`config.mk`:
```
export PLATFORM = sky130hd
export DESIGN_NAME = adc_pulse_gen
export DESIGN_NICKNAME = d
export VERILOG_FILES = /design/src/rtl/adc_pkg.sv /design/src/rtl/pulse_gen_lfsr.sv /design/src/rtl/adc_pulse_gen.sv
export SDC_FILE = /design/constraint.sdc
export NUM_CORES = 1
export LEC_CHECK = 0
export ABC_AREA = 1
export BUFFER_PORTS_ARGS = -buffer_cell sky130_fd_sc_hd__buf_2
export CAP_MARGIN = 20
export CORE_UTILIZATION = 60
export DETAILED_ROUTE_END_ITERATION = 6
export MAX_ROUTING_LAYER = met4
export PLACE_DENSITY = 0.79
export SYNTH_ARGS = -nofsm -noshare
export SYNTH_HDL_FRONTEND = slang
export SYNTH_SLANG_ARGS = --single-unit
export TNS_END_PERCENT = 100
```
`constraint.sdc`:
```
create_clock -name clk_i -period 4.9 [get_ports clk_i]
set_input_delay 0.245 -clock clk_i [delete_from_list [all_inputs] [get_ports clk_i]]
set_output_delay 0.245 -clock clk_i [all_outputs]
set_load 0.01 [all_outputs]
```
`src/rtl/adc_pkg.sv`:
```
// Shared ADC definitions used by the pulse generator and the shaping filter:
// sample width, pulse-generator state type and a code-saturation helper.
package adc_pkg;

   localparam int unsigned SIZE_ADC_DATA = 12;
   localparam int unsigned AdcMax        = (1 << SIZE_ADC_DATA) - 1;
   localparam logic [15:0] LfsrSeed      = 16'hACE1;

   typedef enum logic [1:0] {
      StIdle,
      StRise,
      StDecay
   } pulse_state_e;

   // Clamp a signed intermediate into the legal ADC code range.
   function automatic logic [SIZE_ADC_DATA-1:0] adc_sat(input int value);
      if (value < 0) begin
         return '0;
      end
      if (value > int'(AdcMax)) begin
         return '1;
      end
      return SIZE_ADC_DATA'(value);
   endfunction

endpackage

```
`src/rtl/pulse_gen_lfsr.sv`:
```
// 16-bit Fibonacci LFSR (x^16+x^14+x^13+x^11+1) advancing every cycle; supplies
// the low bits used as dither on the synthetic ADC stream.
module pulse_gen_lfsr
   import adc_pkg::*;
(
   input  logic       clk_i,
   input  logic       reset_i,
   output logic [2:0] noise_sel_o
);

   logic [15:0] lfsr_q, lfsr_d;
   logic        feedback;

   always_comb begin
      feedback = lfsr_q[0] ^ lfsr_q[2] ^ lfsr_q[3] ^ lfsr_q[5];
      lfsr_d   = {feedback, lfsr_q[15:1]};
   end

   always_ff @(posedge clk_i) begin
      if (reset_i) begin
         lfsr_q <= LfsrSeed;
      end else begin
         lfsr_q <= lfsr_d;
      end
   end

   assign noise_sel_o = lfsr_q[2:0];

endmodule

```
`src/rtl/adc_pulse_gen.sv`:
```
// Synthetic detector-pulse source: linear rise to a target, exponential decay back to zero,
// with pileup restarts. Define ADC_PULSE_NOISE_EN to add LFSR dither (-4..+3) to adc_data_o.
module adc_pulse_gen
   import adc_pkg::*;
#(
   parameter int unsigned BASELINE    = 100,
   parameter int unsigned RISE_SHIFT  = 2,
   parameter int unsigned DECAY_SHIFT = 4
) (
   input  logic                     clk_i,
   input  logic                     reset_i,
   input  logic                     start_i,
   input  logic [SIZE_ADC_DATA-1:0] amplitude_i,
   output logic                     ready_o,
   output logic                     busy_o,
   output logic                     done_o,
   output logic [SIZE_ADC_DATA-1:0] adc_data_o
);

   localparam int unsigned W    = SIZE_ADC_DATA;
   localparam int unsigned CntW = (RISE_SHIFT > 0) ? RISE_SHIFT : 1;
   localparam logic [CntW-1:0] LastStep = CntW'((1 << RISE_SHIFT) - 1);

   pulse_state_e  state_q, state_d;
   logic [W-1:0]  y_q, y_d;
   logic [W-1:0]  target_q, target_d;
   logic [W-1:0]  step_q, step_d;
   logic [CntW-1:0] cnt_q, cnt_d;
   logic          done_q, done_d;
   logic [W-1:0]  adc_q, adc_d;

   logic          accept;
   logic          tail;
   logic [W-1:0]  y_base;
   logic [W:0]    sum_new;
   logic [W-1:0]  target_new;
   logic [W-1:0]  step_new;
   int            noise;

`ifdef ADC_PULSE_NOISE_EN
   logic [2:0] noise_sel;

   pulse_gen_lfsr u_lfsr (
      .clk_i       (clk_i),
      .reset_i     (reset_i),
      .noise_sel_o (noise_sel)
   );

   assign noise = int'({1'b0, noise_sel}) - 4;
`else
   assign noise = 0;
`endif

   // A start coinciding with the end of the tail sees y as already zero.
   always_comb begin
      tail       = (y_q >> DECAY_SHIFT) == '0;
      accept     = start_i && (state_q != StRise);
      y_base     = ((state_q == StDecay) && tail) ? '0 : y_q;
      sum_new    = {1'b0, y_base} + {1'b0, amplitude_i};
      target_new = sum_new[W] ? '1 : sum_new[W-1:0];
      step_new   = (target_new - y_base) >> RISE_SHIFT;
   end

   always_comb begin
      state_d  = state_q;
      y_d      = y_q;
      target_d = target_q;
      step_d   = step_q;
      cnt_d    = cnt_q;
      done_d   = 1'b0;

      unique case (state_q)
         StIdle: begin
            if (accept) begin
               state_d  = StRise;
               y_d      = y_base;
               target_d = target_new;
               step_d   = step_new;
               cnt_d    = '0;
            end
         end
         StRise: begin
            cnt_d = cnt_q + CntW'(1);
            if (cnt_q == LastStep) begin
               y_d     = target_q;
               state_d = StDecay;
            end else begin
               y_d = y_q + step_q;
            end
         end
         StDecay: begin
            if (accept) begin
               state_d  = StRise;
               y_d      = y_base;
               target_d = target_new;
               step_d   = step_new;
               cnt_d    = '0;
            end else if (tail) begin
               state_d = StIdle;
               y_d     = '0;
               done_d  = 1'b1;
            end else begin
               y_d = y_q - (y_q >> DECAY_SHIFT);
            end
         end
         default: begin
            state_d = StIdle;
            y_d     = '0;
         end
      endcase

      adc_d = adc_sat(int'(BASELINE) + int'(y_d) + noise);
   end

   always_ff @(posedge clk_i) begin
      if (reset_i) begin
         state_q  <= StIdle;
         y_q      <= '0;
         target_q <= '0;
         step_q   <= '0;
         cnt_q    <= '0;
         done_q   <= 1'b0;
         adc_q    <= adc_sat(int'(BASELINE));
      end else begin
         state_q  <= state_d;
         y_q      <= y_d;
         target_q <= target_d;
         step_q   <= step_d;
         cnt_q    <= cnt_d;
         done_q   <= done_d;
         adc_q    <= adc_d;
      end
   end

   assign ready_o    = (state_q != StRise);
   assign busy_o     = (state_q != StIdle);
   assign done_o     = done_q;
   assign adc_data_o = adc_q;

endmodule

```
## Yosys cells after proc, flatten, opt, wreduce, memory -nomap -nowiden

Cells that the tools add are included.

- Muxes and demuxes: 22
- Reduce and logical (&&, ||, !) cells: 11
- Bitwise gates (word level): 1
- Equality and inequality tests: 8
- Magnitude comparators: 2
- Add/sub/neg operators: 6

Operators by type and width:

| operator | count |
|---|---|
| 12-bit 2-to-1 mux | 10 |
| 12-bit case mux with 3 select lines | 1 |
| 12-bit by 12-bit adder with 13-bit output | 1 |
| 7-bit by 12-bit adder with 13-bit output, first input constant | 1 |
| 13-bit by 12-bit greater-than comparator with 1-bit output, second input constant | 1 |
| 13-bit by 1-bit less-than comparator with 1-bit output, second input constant | 1 |
| 12-bit by 10-bit adder with 12-bit output | 1 |
| 12-bit zero test | 1 |
| 12-bit subtractor | 1 |
| 12-bit by 8-bit subtractor with 12-bit output | 1 |
| 2-bit 2-to-1 mux | 5 |
| 2-bit case mux with 3 select lines | 1 |
| 2-bit equality test, second input constant | 2 |
| 1-bit 2-to-1 mux | 4 |
| 2-bit by 1-bit inequality test with 1-bit output, second input constant | 2 |
| 2-bit inequality test, second input constant | 2 |
| 2-bit case mux with 2 select lines | 1 |
| 2-bit AND reduction | 2 |
| 2-bit nonzero test | 2 |
| 3-bit inequality test, second input constant | 1 |
| 3-bit AND reduction | 1 |
| 3-bit OR reduction | 1 |
| 2-bit by 1-bit adder with 2-bit output, second input constant | 1 |
| 2-bit by 1-bit equality test with 1-bit output, second input constant | 1 |
| other kinds (4) | 5 |

- Logic and storage cells: 57
- Register bits after elaboration: 51

## Logic depth before layout (Yosys ltp)

Gate-level depths: netlist (run 1).

- Depth after elaboration: 11
- Gate-level depth with buffers: 28

## Worst setup path before layout (run 1)

No wires, ideal clock.

- Path type: register -> register
- Start: register y_q[8]
- End: register step_q[9]
- Data arrival time: 3.484 ns
- Path buffers: 1
- Clock period less this slack: 3.593 ns
- Setup time: 0.109 ns
- Stages on the path, launching flop included: 27
- Required time: 4.791 ns
- Slack: 1.307 ns
- Path through: dfxtp_1 -> buf_6 -> nor2_2 -> nand3_1 -> nor2_4 -> nand2_2 -> nand2_1 -> inv_1 -> ha_1 -> a21o_1 -> a31oi_1 -> inv_1 -> a21oi_1 -> nor2_1 -> o21ai_0 -> nand2_1 -> xor2_1 -> nand2_1 -> ha_1 -> inv_1 -> o21bai_1 -> a221oi_1 -> nand2_1 -> nand2_1 -> nand3_1 -> nand2_1 -> inv_1

- Longest elaborated chain between the ends: 6

Ends and longest elaborated chain:

| element | line | source |
|---|---|---|
| start, declared | adc_pulse_gen.sv:25 | `logic [W-1:0] y_q, y_d;` |
| start signal, assigned | adc_pulse_gen.sv:126 | `y_q <= y_d;` |
| 12-bit zero test | adc_pulse_gen.sv:56 | `tail = (y_q >> DECAY_SHIFT) == '0;` |
| 1-bit logical AND | adc_pulse_gen.sv:58 | `y_base = ((state_q == StDecay) && tail) ? '0 : y_q;` |
| 12-bit 2-to-1 mux * | adc_pulse_gen.sv:58 |  |
| 12-bit by 12-bit adder with 13-bit output * | adc_pulse_gen.sv:59 | `sum_new = {1'b0, y_base} + {1'b0, amplitude_i};` |
| 12-bit 2-to-1 mux * | adc_pulse_gen.sv:60 | `target_new = sum_new[W] ? '1 : sum_new[W-1:0];` |
| via target_new[9] | adc_pulse_gen.sv:36 | `logic [W-1:0] target_new;` |
| 12-bit subtractor * | adc_pulse_gen.sv:61 | `step_new = (target_new - y_base) >> RISE_SHIFT;` |
| end signal, assigned | adc_pulse_gen.sv:128 | `step_q <= step_d;` |
| end, declared | adc_pulse_gen.sv:27 | `logic [W-1:0] step_q, step_d;` |

The timed path passes the listed nets; every way through them passes the cells marked *.
A chain may end at the register's enable or synchronous reset.

## Final worst setup path (run 1)

- Start: register y_q[4]
- End: register step_q[9]

Same word-level chain as after synthesis.

==> flow_summary.toml, run 1 <==
[outcome]
outcome = "finished clean"

[global_route]
grt_start_max_net_pins = 31
grt_pass1_vias = 5048
antenna_found_initial = 0
grt_pass1_wl_mm = 25.0
overflow = 0
grt_usage_pct = 38.5

[yosys]
synth_area_um2 = 4910
syn_inst = 837
synth_seq_cells = 51
synth.avg_cell_area_um2 = 5.87
syn-num-nets = 898
yosysWarnings = 0
ys_types = 39
synthFlopType = "dfxtp_1"
seq_area_frac_synth_pct = 20.8
synthArstFlopShare_pct = 0
synth_edf_count = 0

[floorplan]
io_pins = 30
rows = 32
dieWidth_um = 92.5
core_area_um2 = 7810
start_util_pct = 62.9
die_area_um2 = 8560
dieHeight_um = 92.5

[min_path]
holdPathStages = 4
hold_class = "primary input to register"
hold_end = "target_q[0]"
worstHoldStart = "amplitude_i[0]"

[cells_and_area]
drive_gt1_share_pct = 8.05
final_area_um2 = 5220
final_cells = 959
syn_to_final_growth_pct = 6.26
fillers = 735
diodes = 0
fin_nets = 917

[sta]
rsz0062_at_grt = "no"
setup_violations = 0
relSlewSlack_pct = 51.7
finalHoldViolations = 0
tns_ps = 0
fin_crit_sh_pct = 90.4
drv_slew = 0
fmax_mhz = 226
period_needed_ps = 4430
fin_skew_ps = 28.6
worst_slew_pin_slew_ps = 723

[setup_path]
worstPathMaxFanout = 9
r2r_setup_slack_ps = 470
cp.arrival_ps = 4650
cp-startpoint = "y_q[4]"
r2r_cells = 22
required_ps = 5120
end_kind = "register"
worstSetupPathType = "register to register"
worstSetupStartpointType = "register"
rr_endpoint = "step_q[9]"
r2r_start = "y_q[4]"

[clock_network]
clkTransAtPathRegs_ps = 130
cts-buffers-inserted = 5
max-clock-path-buffers = 2
cts_tree = "done"
clk_latency_ps = 330
root_buffer = "clkbuf_8"
htree_levels = 2
ctsHoldBuffers = 0
numClockSinks = 51

[power_and_ir_drop]
leakage_nw = 2.94
ir_drop_mv = 0.211
powerDensity_nw_per_um2 = 277

[placement]
postPlaceCellArea_um2 = 5130
gp_congestion = 1.05
dp_cells = 951
dpl.hpwl_mm = 12.2
port_buffers = 29

[routing]
via_count = 5459
drc = 0
postRouteAntennaNets = 0
drtIter0Drc = 663
routedWlPerCell_um = 16.0
via_per_inst = 5.69
wirelength_mm = 15.3
firstDrtPassIters = 7

[run]
drv_cap = 0
registers in the layout, summed over array words and instances, names as in the netlist:
| register | flops |
|---|---|
| adc_data_o | 12 |
| target_q | 12 |
| cnt_q | 2 |
| done_o | 1 |
| state_q | 2 |
| y_q | 12 |
| step_q | 10 |
power by group:
part           switching, mW  internal, mW  total, mW
Sequential            0.0287         0.452      0.481
Combinational          0.465         0.234      0.699
Clock                  0.163         0.103      0.266
Total                  0.657         0.789       1.45
per-layer routing:
layer	vias up	GRT usage, %	share of wire (%)
met1	2409	51.9	44
met5	-	-	0
met2	260	60.7	43
met3	59	3.69	8.7
li1	2731	-	-
met4	0	12.2	3.7
cells in the mapped netlist, types with 4 or more instances:
| library cell | instances | area (um^2) |
|---|---|---|
| nand2_1 | 240 | 901 |
| inv_1 | 131 | 492 |
| nand3_1 | 81 | 405 |
| nor2_1 | 81 | 304 |
| a21oi_1 | 64 | 320 |
| dfxtp_1 | 51 | 1020 |
| ha_1 | 43 | 538 |
| o21ai_0 | 31 | 155 |
| clkbuf_1 | 18 | 67.6 |
| nand4_1 | 14 | 87.6 |
| nor3_1 | 7 | 35.0 |
| xor2_1 | 7 | 61.3 |
| a31oi_1 | 6 | 37.5 |
| inv_2 | 6 | 22.5 |
| nand2_2 | 5 | 31.3 |
| nor2_2 | 4 | 25.0 |
| o211ai_1 | 4 | 30.0 |
| o21bai_1 | 4 | 30.0 |
| xnor2_1 | 4 | 35.0 |
repair_timing:
action	in CTS	in global routing
gates resized for setup	0	2
setup endpoints to repair	0	3
buffers inserted	0	0
layout make-up:
| class | count | area [um^2] | area share [%] |
|---|---|---|---|
| Sequential cell | 51 | 1020 | 19.6 |
| Clock buffer | 5 | 68.8 | 1.32 |
| Clock inverter | 3 | 23.8 | 0.455 |
| Tap cell | 102 | 128 | 2.44 |
| Multi-Input combinational cell | 623 | 3260 | 62.4 |
| Timing Repair Buffer | 36 | 198 | 3.79 |
| Inverter | 139 | 522 | 9.99 |
stage by stage:
stage | setup WS, ps | power [mW] | hold WS [ps] | util, %
after floorplan | 1310 | 0.994 | 429 | -
after global placement | 553 | 1.15 | 440 | 65.7
after detailed placement | 456 | 1.16 | 459 | 65.7
after CTS | 402 | 1.42 | 361 | 66.9
after global routing | 58.6 | 1.55 | 407 | 66.9
final | 471 | 1.45 | 360 | 66.9
cell usage in the layout, fill, tap and decap left out, drive strengths merged, types with 3 or more instances in the layout:
cell	count
nor3	8
ha	43
o211ai	4
nand4	14
clkbuf	5
nor2	87
nand3	84
a21o	3
fa	3
xnor2	4
xor2	7
a21oi	65
nand3b	3
dfxtp	51
inv	138
o21bai	4
nand2	245
o21ai	32
buf	36
a31oi	6
cell families after synthesis:
kind of cell    count (synthesis)  share of synthesized area [%]
xor+xnor                       11                           1.96
flops                          51                           20.8
simple gates                  443                           38.4
fa+ha+maj                      46                           12.2
buf+inv                       163                           12.9
compound gates                123                           13.8
critical path: stages (launching register included):
cell and delay, ps:
dfxtp_2 490, inv_1 160, nand3_1 170, nor2_4 70, nand2_2 150, inv_1 80
nor2_1 140, ha_1 220, inv_1 60, fa_1 370, o21ai_1 330, nand3_1 120
and3_1 300, nand2_1 170, ha_1 310, a21oi_1 290, o21ai_0 170, a221oi_1 370
nand2_1 100, nand2_1 70, nand3_1 70, nand2_1 70, inv_1 40
worst max path at each step:
stage / end / depth (start not counted)
2_1_floorplan: step_q[9] / 26
3_3_place_gp: step_q[9] / 22
3_5_place_dp: step_q[9] / 22
4_1_cts: step_q[9] / 22
5_1_grt: step_q[9] / 22
6_report: step_q[9] / 22
No activity file was read; power rests on OpenSTA's default activity.
==> run 2, diff against run 1 <==
--- a/config.mk
+++ b/config.mk
@@ -8,10 +8,9 @@
 export ABC_AREA = 1
 export BUFFER_PORTS_ARGS = -buffer_cell sky130_fd_sc_hd__buf_2
 export CAP_MARGIN = 20
-export CORE_UTILIZATION = 60
+export CORE_UTILIZATION = 35
 export DETAILED_ROUTE_END_ITERATION = 6
 export MAX_ROUTING_LAYER = met4
-export PLACE_DENSITY = 0.79
 export SYNTH_ARGS = -nofsm -noshare
 export SYNTH_HDL_FRONTEND = slang
 export SYNTH_SLANG_ARGS = --single-unit
==> run 2 against run 1 <==
Compared with the run above:
- maximum frequency up 1.3%
- critical path depth up 2
- worst setup slack better by 57 ps
- largest cell class unchanged
- die area up 70%
- critical path type unchanged
==> flow_summary.toml, run 2 (same netlist as run 1, synthesis figures left out) <==
[floorplan]
io_pins = 30
start_util_pct = 36.5
dieHeight_um = 121
core_area_um2 = 13500
dieWidth_um = 121
rows = 42
die_area_um2 = 14500

[sta]
fin_skew_ps = 8.26
fin_crit_sh_pct = 89.2
tns_ps = 0
worst_slew_pin_slew_ps = 786
rsz0062_at_grt = "no"
fmax_mhz = 229
setup_violations = 0
finalHoldViolations = 0
period_needed_ps = 4370
relSlewSlack_pct = 47.5
drv_slew = 0

[min_path]
hold_end = "target_q[0]"
holdPathStages = 4
hold_class = "primary input to register"
worstHoldStart = "amplitude_i[0]"

[cells_and_area]
syn_to_final_growth_pct = 10.1
diodes = 0
drive_gt1_share_pct = 7.82
fin_nets = 917
mostFrequentLayoutCells = "240 x nand2_1, 131 x inv_1, 81 x nand3_1, 81 x nor2_1, 64 x a21oi_1"
layout_commonest_cell = "nand2_1"

[clock_network]
clkTransAtPathRegs_ps = 70
numClockSinks = 51
max-clock-path-buffers = 2
cts_tree = "done"
ctsHoldBuffers = 0
clk_latency_ps = 300
ctsResizeCount = 0
postCtsSetupBuffers = 0
htree_levels = 2
root_buffer = "clkbuf_16"
cts-buffers-inserted = 5

[routing]
wirelength_mm = 14.9
via_per_inst = 5.07
postRouteAntennaNets = 0
via_count = 5234
drc = 0
firstDrtPassIters = 5
routedWlPerCell_um = 14.4
drtIter0Drc = 308

[setup_path]
required_ps = 5110
r2r_cells = 24
rr_endpoint = "step_q[9]"
end_kind = "register"
r2r_setup_slack_ps = 530
r2r_start = "y_q[5]"
cp.arrival_ps = 4580
worstPathMaxFanout = 9
worstSetupStartpointType = "register"
worstSetupPathType = "register to register"

[global_route]
overflow = 0
grt_pass1_wl_mm = 24.5
grt_pass1_vias = 4816
antenna_found_initial = 0
grt_start_max_net_pins = 31
grt_usage_pct = 22.1

[run]
drv_cap = 0

[placement]
port_buffers = 29
dpl.hpwl_mm = 11.9
gp_congestion = 0.888

[outcome]
outcome = "finished clean"

[power_and_ir_drop]
ir_drop_mv = 0.148
leakage_nw = 2.98
powerDensity_nw_per_um2 = 300
power_mw = 1.62
[run 2: worst max path at each step]
stage / from / end / slack, ps / depth (start not counted)
6_report: y_q[5] / step_q[9] / 530 / 24
3_3_place_gp: y_q[5] / step_q[9] / 690 / 24
5_1_grt: y_q[5] / step_q[6] / 150 / 24
4_1_cts: y_q[5] / step_q[9] / 600 / 24
3_5_place_dp: y_q[5] / step_q[9] / 610 / 24
2_1_floorplan: y_q[8] / step_q[9] / 1310 / 26
[run 2: power by group]
part / total (mW) / internal [mW] / switching (mW) / leakage [nW]
sequential: 0.476 / 0.452 / 0.0242 / 0.418
clock: 0.463 / 0.293 / 0.170 / 0.0900
combinational: 0.685 / 0.233 / 0.452 / 2.48
total: 1.62 / 0.977 / 0.646 / 2.98
[run 2: critical path, cell delays in order, from the launching register on]
cell and delay, ps:
dfxtp_1 550, inv_1 180, nand3_1 170, nor2_4 70
nand2_2 150, inv_1 70, nor2_1 130, ha_1 190
inv_1 50, fa_1 380, o21ai_1 290, nand3_1 100
and3_1 290, inv_2 160, nor2_1 80, inv_1 50
ha_1 270, a21oi_1 230, o21ai_0 190, a221oi_1 350
nand2_1 90, nand2_1 60, nand3_1 60, nand2_1 70
inv_1 30
[run 2: final cells by class]
class | instances | area [um^2]
clock inverter | 3 | 67.6
sequential | 51 | 1020
fill | 1537 | 8040
clock buffer | 5 | 125
multi-input combinational | 623 | 3260
timing repair buffer | 36 | 198
tap | 176 | 220
inverter | 139 | 522
[run 2: metal layers]
metal  track usage, %  wire [um]  up-vias
met5                -          0        -
met4             5.17        229        0
met3             1.89        647       19
met2             34.3       6540      121
met1             31.0       7450     2379
li1                 -          -     2715
[run 2: stage by stage]
stage / hold slack [ps] / worst slack [ps] / instances / utilization [%] / cell area [um^2]
after detailed placement: 453 / 615 / 1025 / 38.8 / 5220
final: 367 / 528 / 1033 / 40.2 / 5410
after global placement: 452 / 693 / 1025 / 38.8 / 5220
after CTS: 365 / 600 / 1033 / 40.2 / 5410
after floorplan: 429 / 1310 / 837 / - / 4910
after global routing: 384 / 151 / 1033 / 40.2 / 5410
==> run 3, diff against run 2 <==
--- a/config.mk
+++ b/config.mk
@@ -5,12 +5,15 @@
 export SDC_FILE = /design/constraint.sdc
 export NUM_CORES = 1
 export LEC_CHECK = 0
-export ABC_AREA = 1
+export ABC_AREA = 0
 export BUFFER_PORTS_ARGS = -buffer_cell sky130_fd_sc_hd__buf_2
 export CAP_MARGIN = 20
+export CELL_PAD_IN_SITES_DETAIL_PLACEMENT = 1
+export CELL_PAD_IN_SITES_GLOBAL_PLACEMENT = 1
 export CORE_UTILIZATION = 35
 export DETAILED_ROUTE_END_ITERATION = 6
 export MAX_ROUTING_LAYER = met4
+export PLACE_DENSITY_LB_ADDON = 0.1
 export SYNTH_ARGS = -nofsm -noshare
 export SYNTH_HDL_FRONTEND = slang
 export SYNTH_SLANG_ARGS = --single-unit
==> constraint.sdc (replaced) <==
create_clock -name clk_i -period 4.9 [get_ports clk_i]
set_input_delay 0.49 -clock clk_i [delete_from_list [all_inputs] [get_ports clk_i]]
set_output_delay 0.49 -clock clk_i [all_outputs]
set_load 0.01 [all_outputs]
==> run 3 against run 2 <==
Compared with the run above:
- worst setup slack got worse by 130 ps
- routed wire length up 9.0%
- hold slack improved by 92 ps
- sequential share of layout area is 0.55 points higher
- non-clock buffer count rose by 12
- critical endpoint unchanged
- largest cell class unchanged
- largest power group unchanged
- highest routed layer unchanged
==> flow_summary.toml, run 3 <==
[outcome]
outcome = "finished clean"

[routing]
via_per_inst = 5.66
drc = 0
drtIter0Drc = 179
via_count = 4556
routedWlPerCell_um = 20.1
wirelength_mm = 16.2
postRouteAntennaNets = 0
firstDrtPassIters = 4

[placement]
port_buffers = 29
gp_congestion = 0.861
dpl.hpwl_mm = 12.8
postPlaceCellArea_um2 = 5050

[setup_path]
cp.arrival_ps = 4730
end_kind = "register"
r2r_start = "y_q[7]"
r2r_setup_slack_ps = 400
rr_endpoint = "step_q[9]"
r2r_cells = 23
worstSetupPathType = "register to register"
cp_top_family = "compound AO/OA/AOI/OAI gates"
max_stage_delay_ps = 380
worstPathCellList = "nor4_4, nand3_2, nand2_1, inv_1, ha_1, inv_1, fa_1, nor2b_1, o2111ai_1, a31oi_1, o21ai_0, a31o_2, o21ai_0, ha_1, nor3_1, and4_1, o311ai_1, nand3_1, a31oi_4, a211oi_1, xnor2_1, nand2_1, a21oi_1"
worstPathMaxFanout = 5
path_buf_inv = 2
required_ps = 5130
worstSetupStartpointType = "register"
slowest_stage = "nor4_4"

[cells_and_area]
drive_gt1_share_pct = 14.8
fin_nets = 693
seqCellArea_um2 = 1020
mostFrequentLayoutCells = "77 x nor2_1, 59 x nand2_1, 51 x dfxtp_1"
fillers = 1620
layout_commonest_cell = "nor2_1"
multi_input_area_um2 = 3420
diodes = 0
final_area_um2 = 5260
syn_to_final_growth_pct = 12.0

[power_and_ir_drop]
p_seq_share_pct = 20.9
comb_power_share_pct = 62.4
p_int_mw = 1.38
powerDensity_nw_per_um2 = 480
clock_power_share_pct = 16.7
ir_drop_mv = 0.142
leakage_nw = 2.17
p_switching_mw = 1.15
switching_share_pct = 45.5

[global_route]
overflow = 0
grt_usage_pct = 24.7
antenna_found_initial = 0
grt_pass1_vias = 4779
grt_pass1_wl_mm = 25.9
grt_start_max_net_pins = 43

[floorplan]
io_pins = 30
start_util_pct = 36.5
dieWidth_um = 118
die_area_um2 = 13900
dieHeight_um = 118
rows = 41
core_area_um2 = 12900

[yosys]
synth_seq_cells = 51
synth_area_um2 = 4700
synth.avg_cell_area_um2 = 7.75
synth_most_common_cell = "nor2_1"
syn-num-nets = 667
synthTopCellsByArea = "dfxtp_1 22%, ha_1 11%, nor2_1 6.2%"
netlist.area_leader.share_pct = 21.7
synth_common_cells = "77 x nor2_1, 59 x nand2_1, 51 x dfxtp_1"
synth_edf_count = 0
ys_types = 88
seq_area_frac_synth_pct = 21.7
yosysWarnings = 0
synthArstFlopShare_pct = 0
syn_inst = 606
synthFlopType = "dfxtp_1"
synth.largest_area_cell = "dfxtp_1"

[sta]
drv_slew = 0
period_needed_ps = 4500
setup_violations = 0
fin_crit_sh_pct = 91.9
fin_skew_ps = 11.2
relSlewSlack_pct = 37.9
finalHoldViolations = 0
rsz0062_at_grt = "no"
tns_ps = 0
worst_slew_pin_slew_ps = 931
fmax_mhz = 222

[min_path]
hold_end = "step_q[5]"
hold_class = "register to register"
worstHoldStart = "step_q[5]"
holdPathStages = 2

[clock_network]
htree_levels = 2
cts_tree = "done"
cts-buffers-inserted = 5
clkTransAtPathRegs_ps = 70
numClockSinks = 51
ctsHoldBuffers = 0
max-clock-path-buffers = 2
clk_latency_ps = 310
root_buffer = "clkbuf_16"

[run]
drv_cap = 0
[run 3: cell count changes after synthesis, moves of 15 or more]
cell,previous run,this run
a21oi_1,64,37
inv_1,131,36
nand3_1,81,17
nor3_1,7,22
nand2_1,240,59
xnor2_1,4,21
[run 3: final cells by class]
| type | instances | share of cell area (%) |
|---|---|---|
| Multi-Input combinational cell | 487 | 65.0 |
| Sequential cell | 51 | 19.4 |
| Timing Repair Buffer | 48 | 5.47 |
| Tap cell | 172 | 4.09 |
| Inverter | 39 | 2.83 |
| Clock buffer | 6 | 2.45 |
| Clock inverter | 2 | 0.738 |
[run 3: what timing repair did]
| item | in CTS | in global routing |
|---|---|---|
| buffers inserted | 0 | 4 |
| resized for setup | 0 | 2 |
| endpoints found under the setup margin | 0 | 6 |
[run 3: cells by family (layout without fill, tap and decap cells)]
logic type               count (synthesis)  in the layout  synth area share (%)
AO/OA/AOI/OAI                          177            177                  28.5
XOR/XNOR                                28             28                  5.22
adder cells (fa/ha/maj)                 46             46                  12.7
buffers and inverters                   68             95                  5.81
flip-flops                              51             51                  21.7
multiplexers                             5              5                  1.07
AND/OR/NAND/NOR                        231            231                  24.9
[run 3: worst max-delay path by stage]
stage / from / to / slack, ps / cells after the start
2_1_floorplan: y_q[4] / step_q[8] / 630 / 23
3_3_place_gp: y_q[5] / step_q[9] / 340 / 23
3_5_place_dp: y_q[5] / step_q[8] / 110 / 23
4_1_cts: y_q[5] / step_q[8] / 60 / 23
5_1_grt: y_q[7] / step_q[8] / 50 / 23
6_report: y_q[7] / step_q[9] / 400 / 23
[run 3: worst reg2reg max path, delay by kind of cell, from the launching register on]
family / cells / cell delay (ps)
AO/OA/AOI/OAI: 9 / 1760
XOR/XNOR: 1 / 150
adder cells (fa/ha/maj): 3 / 590
buffers and inverters: 2 / 130
flip-flops: 1 / 340
AND/OR/NAND/NOR: 8 / 1470
[run 3: stage by stage]
stage	total power [mW]	util, %	setup WS (ps)	hold slack [ps]	std cells
floorplan	1.69	-	631	436	606
global placement	2.01	39.2	338	449	793
detailed placement	2.06	39.2	107	450	793
CTS	2.49	40.5	62.0	460	801
global route	2.71	40.8	46.5	481	805
finish	2.53	40.8	395	459	805
[run 3: power by group through the flow]
stage          clock (mW)  sequential [mW]  combinational, mW
3_5_place_dp            0            0.537               1.52
3_3_place_gp            0            0.534               1.48
6_report            0.423            0.527               1.58
4_1_cts             0.436            0.527               1.53
5_1_grt             0.448            0.535               1.73
2_1_floorplan           0            0.541               1.14
[run 3: routing by layer]
layer,wire length (um),global-route usage (%)
met1,7900,32.7
met2,7540,39.6
met3,455,2.57
met4,303,7.37
met5,0,-
